$ cat src/rtl/iso14443a_pkg.sv
// Shared types and ISO/IEC 14443A 106 kbit/s timing constants.
// Provides tx_state_t, bit/half-bit/subcarrier lengths and a bit-count helper.
`timescale 1ns/1ps
package iso14443a_pkg;

    localparam int BIT_CYCLES        = 128;
    localparam int HALF_BIT_CYCLES   = 64;
    localparam int SUBCARRIER_CYCLES = 16;

    typedef enum logic [2:0] {
        ST_IDLE,
        ST_SOC,
        ST_DATA,
        ST_PARITY,
        ST_EOC
    } tx_state_t;

    // A data_bits value of 0 stands for a complete 8-bit byte.
    function automatic logic [3:0] bit_count(input logic [2:0] bits);
        return (bits == 3'd0) ? 4'd8 : {1'b0, bits};
    endfunction

endpackage

$ cat src/rtl/manchester_encoder.sv
// Manchester coder for the PICC load modulation output.
// Ports: clk, rst (sync, active-high), i_active (bit being sent), i_bit (bit
// value), i_t (bit timer), o_lm (registered load-modulation drive).
// Build option ISO14443A_TX_SUBCARRIER_EN: gate the envelope with the fc/16
// subcarrier; otherwise emit the envelope only.
`timescale 1ns/1ps
module manchester_encoder
    import iso14443a_pkg::*;
(
    input  logic       clk,
    input  logic       rst,
    input  logic       i_active,
    input  logic       i_bit,
    input  logic [6:0] i_t,
    output logic       o_lm
);

    localparam int HALF_IDX = $clog2(HALF_BIT_CYCLES);

    logic w_half;
    logic w_mod;
    logic w_lm;
    logic w_unused_t;

    assign w_half = i_t[HALF_IDX];

    // Logic 1 modulates the first half, logic 0 the second half.
    assign w_mod = i_active & (i_bit ^ w_half);

`ifdef ISO14443A_TX_SUBCARRIER_EN
    localparam int SC_IDX = $clog2(SUBCARRIER_CYCLES) - 1;
    assign w_lm = w_mod & ~i_t[SC_IDX];
`else
    assign w_lm = w_mod;
`endif

    assign w_unused_t = ^i_t;

    always_ff @(posedge clk) begin
        if (rst) begin
            o_lm <= 1'b0;
        end else begin
            o_lm <= w_lm;
        end
    end

endmodule

$ cat src/rtl/tx.sv
// ISO/IEC 14443A PICC-to-PCD frame transmitter (SOC, LSB-first data, odd
// parity per full byte, EOC), Manchester coded onto lm_out.
// Ports: clk, rst (sync, active-high), data/data_bits/last_byte/data_valid
// byte stream in, data_ready accept pulse, busy frame flag, underrun pulse,
// lm_out load-modulation drive. Build option ISO14443A_TX_SUBCARRIER_EN.
`timescale 1ns/1ps
module tx
    import iso14443a_pkg::*;
(
    input  logic       clk,
    input  logic       rst,
    input  logic [7:0] data,
    input  logic [2:0] data_bits,
    input  logic       last_byte,
    input  logic       data_valid,
    output logic       data_ready,
    output logic       busy,
    output logic       underrun,
    output logic       lm_out
);

    tx_state_t  r_state, w_state_nx;
    logic [6:0] r_t, w_t_nx;
    logic [7:0] r_shift, w_shift_nx;
    logic [3:0] r_left, w_left_nx;
    logic       r_full, w_full_nx;
    logic       r_last, w_last_nx;
    logic       r_par, w_par_nx;

    logic w_wrap;
    logic w_end_byte;
    logic w_take;
    logic w_ready;
    logic w_underrun;
    logic w_bit_nx;
    logic w_active_nx;

    assign w_wrap = (r_t == 7'(BIT_CYCLES - 1));

    always_comb begin
        w_state_nx = r_state;
        w_t_nx     = (r_state == ST_IDLE) ? 7'd0 : r_t + 7'd1;
        w_shift_nx = r_shift;
        w_left_nx  = r_left;
        w_full_nx  = r_full;
        w_last_nx  = r_last;
        w_par_nx   = r_par;
        w_end_byte = 1'b0;
        w_take     = 1'b0;
        w_ready    = 1'b0;
        w_underrun = 1'b0;

        unique case (r_state)
            ST_IDLE: begin
                if (data_valid) begin
                    w_take     = 1'b1;
                    w_state_nx = ST_SOC;
                end
            end
            ST_SOC: begin
                if (w_wrap) begin
                    w_state_nx = ST_DATA;
                end
            end
            ST_DATA: begin
                if (w_wrap) begin
                    w_par_nx   = r_par ^ r_shift[0];
                    w_shift_nx = {1'b0, r_shift[7:1]};
                    w_left_nx  = r_left - 4'd1;
                    if (r_left == 4'd1) begin
                        if (r_full) begin
                            w_state_nx = ST_PARITY;
                        end else begin
                            w_end_byte = 1'b1;
                        end
                    end
                end
            end
            ST_PARITY: begin
                if (w_wrap) begin
                    w_end_byte = 1'b1;
                end
            end
            ST_EOC: begin
                if (w_wrap) begin
                    w_state_nx = ST_IDLE;
                end
            end
            default: begin
                w_state_nx = ST_IDLE;
            end
        endcase

        if (w_end_byte) begin
            if (r_last) begin
                w_state_nx = ST_EOC;
            end else if (data_valid) begin
                w_take     = 1'b1;
                w_state_nx = ST_DATA;
            end else begin
                w_underrun = 1'b1;
                w_state_nx = ST_EOC;
            end
        end

        if (w_take) begin
            w_shift_nx = data;
            w_left_nx  = bit_count(data_bits);
            w_full_nx  = (data_bits == 3'd0);
            w_last_nx  = last_byte;
            w_par_nx   = 1'b1;
            w_ready    = 1'b1;
        end
    end

    // The encoder registers its output, so it is fed the values that
    // the bit and timer will hold in the coming cycle.
    always_comb begin
        w_bit_nx    = 1'b0;
        w_active_nx = 1'b0;
        unique case (w_state_nx)
            ST_SOC: begin
                w_bit_nx    = 1'b1;
                w_active_nx = 1'b1;
            end
            ST_DATA: begin
                w_bit_nx    = w_shift_nx[0];
                w_active_nx = 1'b1;
            end
            ST_PARITY: begin
                w_bit_nx    = w_par_nx;
                w_active_nx = 1'b1;
            end
            default: begin
                w_bit_nx    = 1'b0;
                w_active_nx = 1'b0;
            end
        endcase
    end

    always_ff @(posedge clk) begin
        if (rst) begin
            r_state <= ST_IDLE;
            r_t     <= 7'd0;
            r_shift <= 8'd0;
            r_left  <= 4'd0;
            r_full  <= 1'b0;
            r_last  <= 1'b0;
            r_par   <= 1'b0;
        end else begin
            r_state <= w_state_nx;
            r_t     <= w_t_nx;
            r_shift <= w_shift_nx;
            r_left  <= w_left_nx;
            r_full  <= w_full_nx;
            r_last  <= w_last_nx;
            r_par   <= w_par_nx;
        end
    end

    manchester_encoder u_enc (
        .clk      (clk),
        .rst      (rst),
        .i_active (w_active_nx),
        .i_bit    (w_bit_nx),
        .i_t      (w_t_nx),
        .o_lm     (lm_out)
    );

    assign data_ready = w_ready & ~rst;
    assign underrun   = w_underrun & ~rst;
    assign busy       = (r_state != ST_IDLE);

endmodule

$ cat config.mk
export PLATFORM = sky130hd
export DESIGN_NAME = tx
export DESIGN_NICKNAME = d
export VERILOG_FILES = /design/src/rtl/iso14443a_pkg.sv /design/src/rtl/manchester_encoder.sv /design/src/rtl/tx.sv
export SDC_FILE = /design/constraint.sdc
export NUM_CORES = 1
export LEC_CHECK = 0
export BUFFER_PORTS_ARGS = -buffer_cell sky130_fd_sc_hd__buf_2
export CORE_MARGIN = 1.5
export CORE_UTILIZATION = 50
export CTS_BUF_LIST = sky130_fd_sc_hd__clkbuf_8 sky130_fd_sc_hd__clkbuf_16
export CTS_CLUSTER_DIAMETER = 200
export DETAILED_ROUTE_END_ITERATION = 10
export MAX_ROUTING_LAYER = met4
export PLACE_DENSITY = 0.77
export SLEW_MARGIN = 40
export SYNTH_ARGS = -nofsm -noshare
export SYNTH_HDL_FRONTEND = slang
export SYNTH_SLANG_ARGS = --single-unit
$ cat constraint.sdc
create_clock -name clk -period 3 [get_ports clk]
set_input_delay 0.3 -clock clk [delete_from_list [all_inputs] [get_ports clk]]
set_output_delay 0.3 -clock clk [all_outputs]
set_load 0.005 [all_outputs]
# Word-level counts from Yosys, hierarchy flattened
# Index checks and enable logic that the tools add are counted.
[word_totals] regBits=26 latch_bits=0 ramBits=0 romBits=0 input_bits=15 output_inout_bits=4 wordCells=72 memories=0
[op_classes] add_sub_neg=2 multipliers=0 div_mod_pow=0 order_cmp=0 eq_ne=9 shifts=0 mux=37 bitwise=6 n_reduce_logical=8
[op_table] cell="$mux W3" n=9
[op_table] cell="$mux W8" n=3
[op_table] cell="$mux W1" n=17
[op_table] cell="$mux W4" n=4
[op_table] cell="$pmux W3 S5" n=1
[op_table] cell="$eq A3 B2 Y1 const B" n=4
[op_table] cell="$add A7 B1 Y7 const B" n=1
[op_table] cell="$eq A7 B7 Y1 const B" n=1
[op_table] cell="$mux W7" n=1
[op_table] cell="$eq A3 B1 Y1 const B" n=2
[op_table] cell="$logic_not A3 Y1" n=2
[op_table] cell="$eq A4 B1 Y1 const B" n=1
[op_table] cell="$reduce_bool A2 Y1" n=2
[op_table] cell="$sub A4 B1 Y4 const B" n=1
[op_table] cell="$and A1 B1 Y1" n=3
[op_table] cell="$eq A3 B3 Y1 const B" n=1
[op_table] cell="$pmux W1 S3" n=1
[op_table] cell="$reduce_bool A3 Y1" n=1
[op_table] cell="$reduce_or A3 Y1" n=1
[op_table] cell="$pmux W1 S2" n=1
[op_table] cell="$reduce_and A2 Y1" n=1
[op_table] cell="$reduce_or A2 Y1" n=1
[op_table] cell="$xor A1 B1 Y1" n=2
[op_table] cell="$not A1 Y1" n=1

# Longest topological paths before layout
[depth] ltp_word=9 mapped_depth=9 mapped_depth_nobuf=8

# Cells and area by module
# A second synthesis with hierarchy kept.
[hier_totals] hier_cells=153 area_unflattened_um2=1391.3
[modules_own_cells] mod="tx" n_inst=1 cells_per_inst=150 area_per_inst_um2=1350.0 seq_area_each_um2=500.5
[modules_own_cells] mod="manchester_encoder" n_inst=1 cells_per_inst=3 area_per_inst_um2=41.3 seq_area_each_um2=20.0

# Worst setup path after synthesis
# OpenSTA, ideal clock, no wires.
[synth_path] path_type="register to register" start="reg r_t[0]" end="reg u_enc.o_lm" setup_ps=115 arrival_ps=1966 required_ps=2885 setup_slack_ps=919 stages_incl_launch_ff=9 n_path_buf=1 synth_period_minus_slack_ps=2081 cell_sequence="dfxtp_1 -> ha_1 -> nand3_2 -> or2_4 -> o31a_1 -> buf_6 -> mux2i_4 -> a32o_1 -> o21a_1"
[synth_via] elab_chain_len=8 elab_cells_between_ends=26 classes_between="add/sub (1); eq/ne (4); mux (18); bitwise (2); reduce/logical (1)"
[synth_lines] item="start: declaration" line="tx.sv:23" text="logic [6:0] r_t, w_t_nx;"
[synth_lines] item="start signal: assignment" line="tx.sv:152" text="r_t <= w_t_nx;"
[synth_lines] item="$eq A7 B7 Y1" line="tx.sv:38" text="assign w_wrap = (r_t == 7'(BIT_CYCLES - 1));"
[synth_lines] item="$mux W3 (tied with other cells)" line="tx.sv:85" text="if (w_wrap) begin"
[synth_lines] item="$pmux W3 S5 or $pmux W1 S2 (tied branches)" line="tx.sv:53" text="unique case (r_state)"
[synth_lines] item="$mux W3 or $mux W1 (tied branches)" line="tx.sv:94" text="if (w_end_byte) begin"
[synth_lines] item="$eq A3 B2 Y1 (tied with other cells)" line="tx.sv:121" text="unique case (w_state_nx)"
[synth_lines] item="$pmux W1 S3 or $reduce_or A3 Y1 (tied branches)"
[synth_lines] item="$xor A1 B1 Y1 or $mux W1 (tied branches)" line="manchester_encoder.sv:28, tx.sv:121"
[synth_lines] item="$and A1 B1 Y1 (*)" line="manchester_encoder.sv:28" text="assign w_mod = i_active & (i_bit ^ w_half);"
[synth_lines] item="end signal: assignment" line="manchester_encoder.sv:43" text="o_lm <= w_lm;"
[synth_lines] item="end: declaration" line="manchester_encoder.sv:15" text="output logic o_lm"
# Every way passes the cells marked *; elsewhere a longest branch is shown, timed or not. The select of a mux whose other input is x is not followed.
# A chain may end at the register's enable or synchronous reset.

# Worst setup path in the final report
[layout_path] start="reg r_t[0]" end="out data_ready"
[layout_via] elab_chain_len=6 elab_cells_between_ends=7 classes_between="eq/ne (1); mux (5); bitwise (1)"
[layout_lines] item="$eq A7 B7 Y1 (*)" line="tx.sv:38"
[layout_lines] item="$mux W1 (on tied branches)" line="tx.sv:80, tx.sv:66"
[layout_lines] item="$pmux W1 S2 (*)" line="tx.sv:53"
[layout_lines] item="$mux W1 (*)" line="tx.sv:94"
[layout_lines] item="$mux W1 (*)" line="tx.sv:106" text="if (w_take) begin"
[layout_lines] item="$and A1 B1 Y1 (*)" line="tx.sv:170" text="assign data_ready = w_ready & ~rst;"
[layout_lines] item="end: declaration" line="tx.sv:16" text="output logic data_ready,"
# Every way passes the cells marked *; elsewhere a longest branch is shown, timed or not.

==> summary.txt <==
Global route
  – First-pass GRT wire length: 4.34 mm
  – Total gr overflow: 0
  – Largest net degree at the start of global routing: 24
  – Vias in the first global route: 1076
  – Antenna violations before repair: 0
  – GRT Util Overall: 0.205

Hold path
  – Hold path depth: 3
  – HP Class: in -> reg

Clock tree
  – Worst-Skew Late Latency: 0.27 ns
  – Htree depth: 1
  – Clock Sinks: 26
  – Post-cts gate resize count: 0
  – Post-CTS Setup Inserts: 0
  – Clock buffer count from CTS: 3
  – Root buf cell: clkbuf_8
  – CTS tree: done
  – Max Root-Sink Buffers: 2
  – Reg clk slew, reported paths: 0.09 ns
  – Hold buffer count at CTS: 0

Floorplanning
  – Die area: 3030 µm²
  – Ports: 19
  – Height of the die: 55.1 µm
  – FP Rows: 18
  – Initial Util: 0.538
  – Chip width: 55.1 µm
  – Total core area: 2520 µm²

Synth
  – Cell type with the highest aggregate area in the netlist: dfxtp_1
  – Mean Syn Cell Area: 8.81 µm²
  – Post-synth ARST share: 0
  – Syn nets: 172
  – Dominant synthesized flop cell: dfxtp_1
  – Most frequent cell after synthesis: nor2_1
  – Synthesized netlist cell count: 154
  – Synth top cells by count: nor2_1 (30), dfxtp_1 (26), a211oi_1 (8), nand2_1 (8)
  – Count of cell types in the netlist: 46
  – Synth warnings: 0
  – FF+latch count, synth: 26
  – Register area share after synthesis: 0.384
  – Post-synthesis cell area: 1360 µm²
  – Synth area leaders: dfxtp_1 (38%), nor2_1 (8.3%), mux2i_1 (5.2%), a211oi_1 (4.4%), xnor2_1 (3.9%)
  – Number of enable flip-flop cells after synthesis: 0
  – Top-area cell type share of the netlist area: 0.384

Pwr
  – Total power: 755 µW
  – Max rail drop VDD: 0.350 mV
  – Cell area power density: 495 nW/µm²
  – Leak pwr: 0.000567 µW

Setup path
  – Worst path depth: 7
  – Crit-path cells: ha_1 > nand3_2 > or2_4 > o31a_1 > buf_4 > nor2_1 > buf_2
  – CP Launch Type: flop
  – CP peak stage delay: 0.37 ns
  – WP data arrival: 2.16 ns
  – Data required time at the worst endpoint: 2.70 ns
  – CP max-delay cell: dfxtp_1
  – WS Path Type: reg -> out
  – CP max FO: 23
  – Worst path top cell family by delay: simple AND/OR/NAND/NOR gates
  – Reg2Reg Depth: 8
  – Buf+Inv Stages, Crit Path: 2
  – CP endpoint kind: output port

STA
  – Final setup TNS: 0 ns
  – Ratio of final minimum period to clock period: 0.820
  – RSZ-0062 raised after global routing: false
  – Slew HR: 0.662
  – Fmax: 0.407 GHz
  – Final min period: 2.46 ns
  – Count of pins over their slew limit: 0
  – # setup viols final: 0
  – Final Hold Viols: 0
  – Worst Max-Slew Pin Slew: 0.503 ns
  – Worst Skew: 0.00263 ns

Cells and area
  – Nets: 188
  – Share of cells above drive strength 1: 0.201
  – Fin area: 1520 µm²
  – Non-Filler Instances: 199
  – Layout area overhead: 12.4%
  – Ant diodes: 0

Drt
  – DRT iter0 DRCs: 8
  – DRT Wirelength: 2.52 mm
  – Routed Antenna Nets: 0
  – TritonRoute pass-1 iters: 4
  – Routed via count: 1123
  – Routed length per instance: 12.7 µm
  – Residual DRC: 0
  – Vias per inst: 5.64

Place
  – Dpl hpwl: 1.90 mm
  – Cell total after placement: 195
  – Post-DP Area: 1450 µm²
  – I/O Buffers: 18
  – Final GP Congestion: 0.824

Flow run
  – Max Cap Viol: 0

Outcome
  – Run status: complete, no violations
## tightest hold or removal path, cell delays in order
cell     delay [ns]
buf_2          0.10
nand2_1        0.04
a21oi_1        0.05
## report_power, final
part	switching [µW]	internal [µW]	total, µW	leakage, µW
registers	12.8	363	376	0.000213
clock network	113	179	291	0.0000357
logic	45.4	42.4	87.7	0.000318
total	171	584	755	0.000567
## sequential cells by signal, summed over array words and instances (netlist names)
name,count
r_shift,8
r_full,1
r_state,3
r_par,1
r_last,1
u_enc.o_lm,1
r_left,4
r_t,7
## worst paths after layout
| kind | from | slack, ns | to |
|---|---|---|---|
| setup / recovery | r_t[0] | 0.54 | data_ready |
| hold / removal | data[7] | 0.25 | r_shift[7] |
| setup reg to reg | r_left[1] | 0.77 | u_enc.o_lm |
| hold reg to reg | r_last | 0.47 | r_last |
## routing by layer
layer,track usage,vias to the layer above,wire length [µm]
met5,-,-,0
met4,0.0976,0,39
met3,0.0323,5,58
met2,0.347,13,1240
met1,0.235,530,1190
li1,-,575,-
## stage by stage
step / worst slack (ns) / util / hold slack, ns
2_1_floorplan: 0.919 / - / 0.372
3_3_place_gp: 0.886 / 0.576 / 0.430
3_5_place_dp: 0.813 / 0.576 / 0.452
4_1_cts: 0.533 / 0.604 / 0.253
5_1_grt: 0.416 / 0.604 / 0.263
6_report: 0.540 / 0.604 / 0.254
## kinds of logic after synthesis
logic type | after synthesis | share of synthesized area
AO/OA/AOI/OAI | 29 | 0.159
XOR/XNOR | 8 | 0.0517
adder cells (fa/ha/maj) | 3 | 0.0277
buffers and inverters | 14 | 0.0480
flip-flops | 26 | 0.384
multiplexers | 9 | 0.0766
AND/OR/NAND/NOR | 65 | 0.254
## placed cells by master (no fill, tap or decap), types with 2 or more instances in the layout
cell type  count
nand3b_1       2
nor2_1        30
nor2b_1        2
and3_1         2
mux2i_1        7
clkbuf_8       3
nand3_1        2
xnor2_1        6
ha_1           3
buf_2         18
o21a_1         2
buf_4          2
a211oi_1       8
xor2_1         2
o31a_1         2
nor3_1         5
dfxtp_1       26
inv_1          5
nand2_1        8
or3b_1         2
a21oi_1        7
## cell type report
type	instances	area, µm²
Clock inverter	1	30.0
Multi-Input combinational cell	114	771
Timing Repair Buffer	20	105
Fill cell	236	998
Inverter	5	18.8
Clock buffer	3	41.3
Tap cell	30	37.5
Sequential cell	26	520
(Power assumes the default switching activity.)
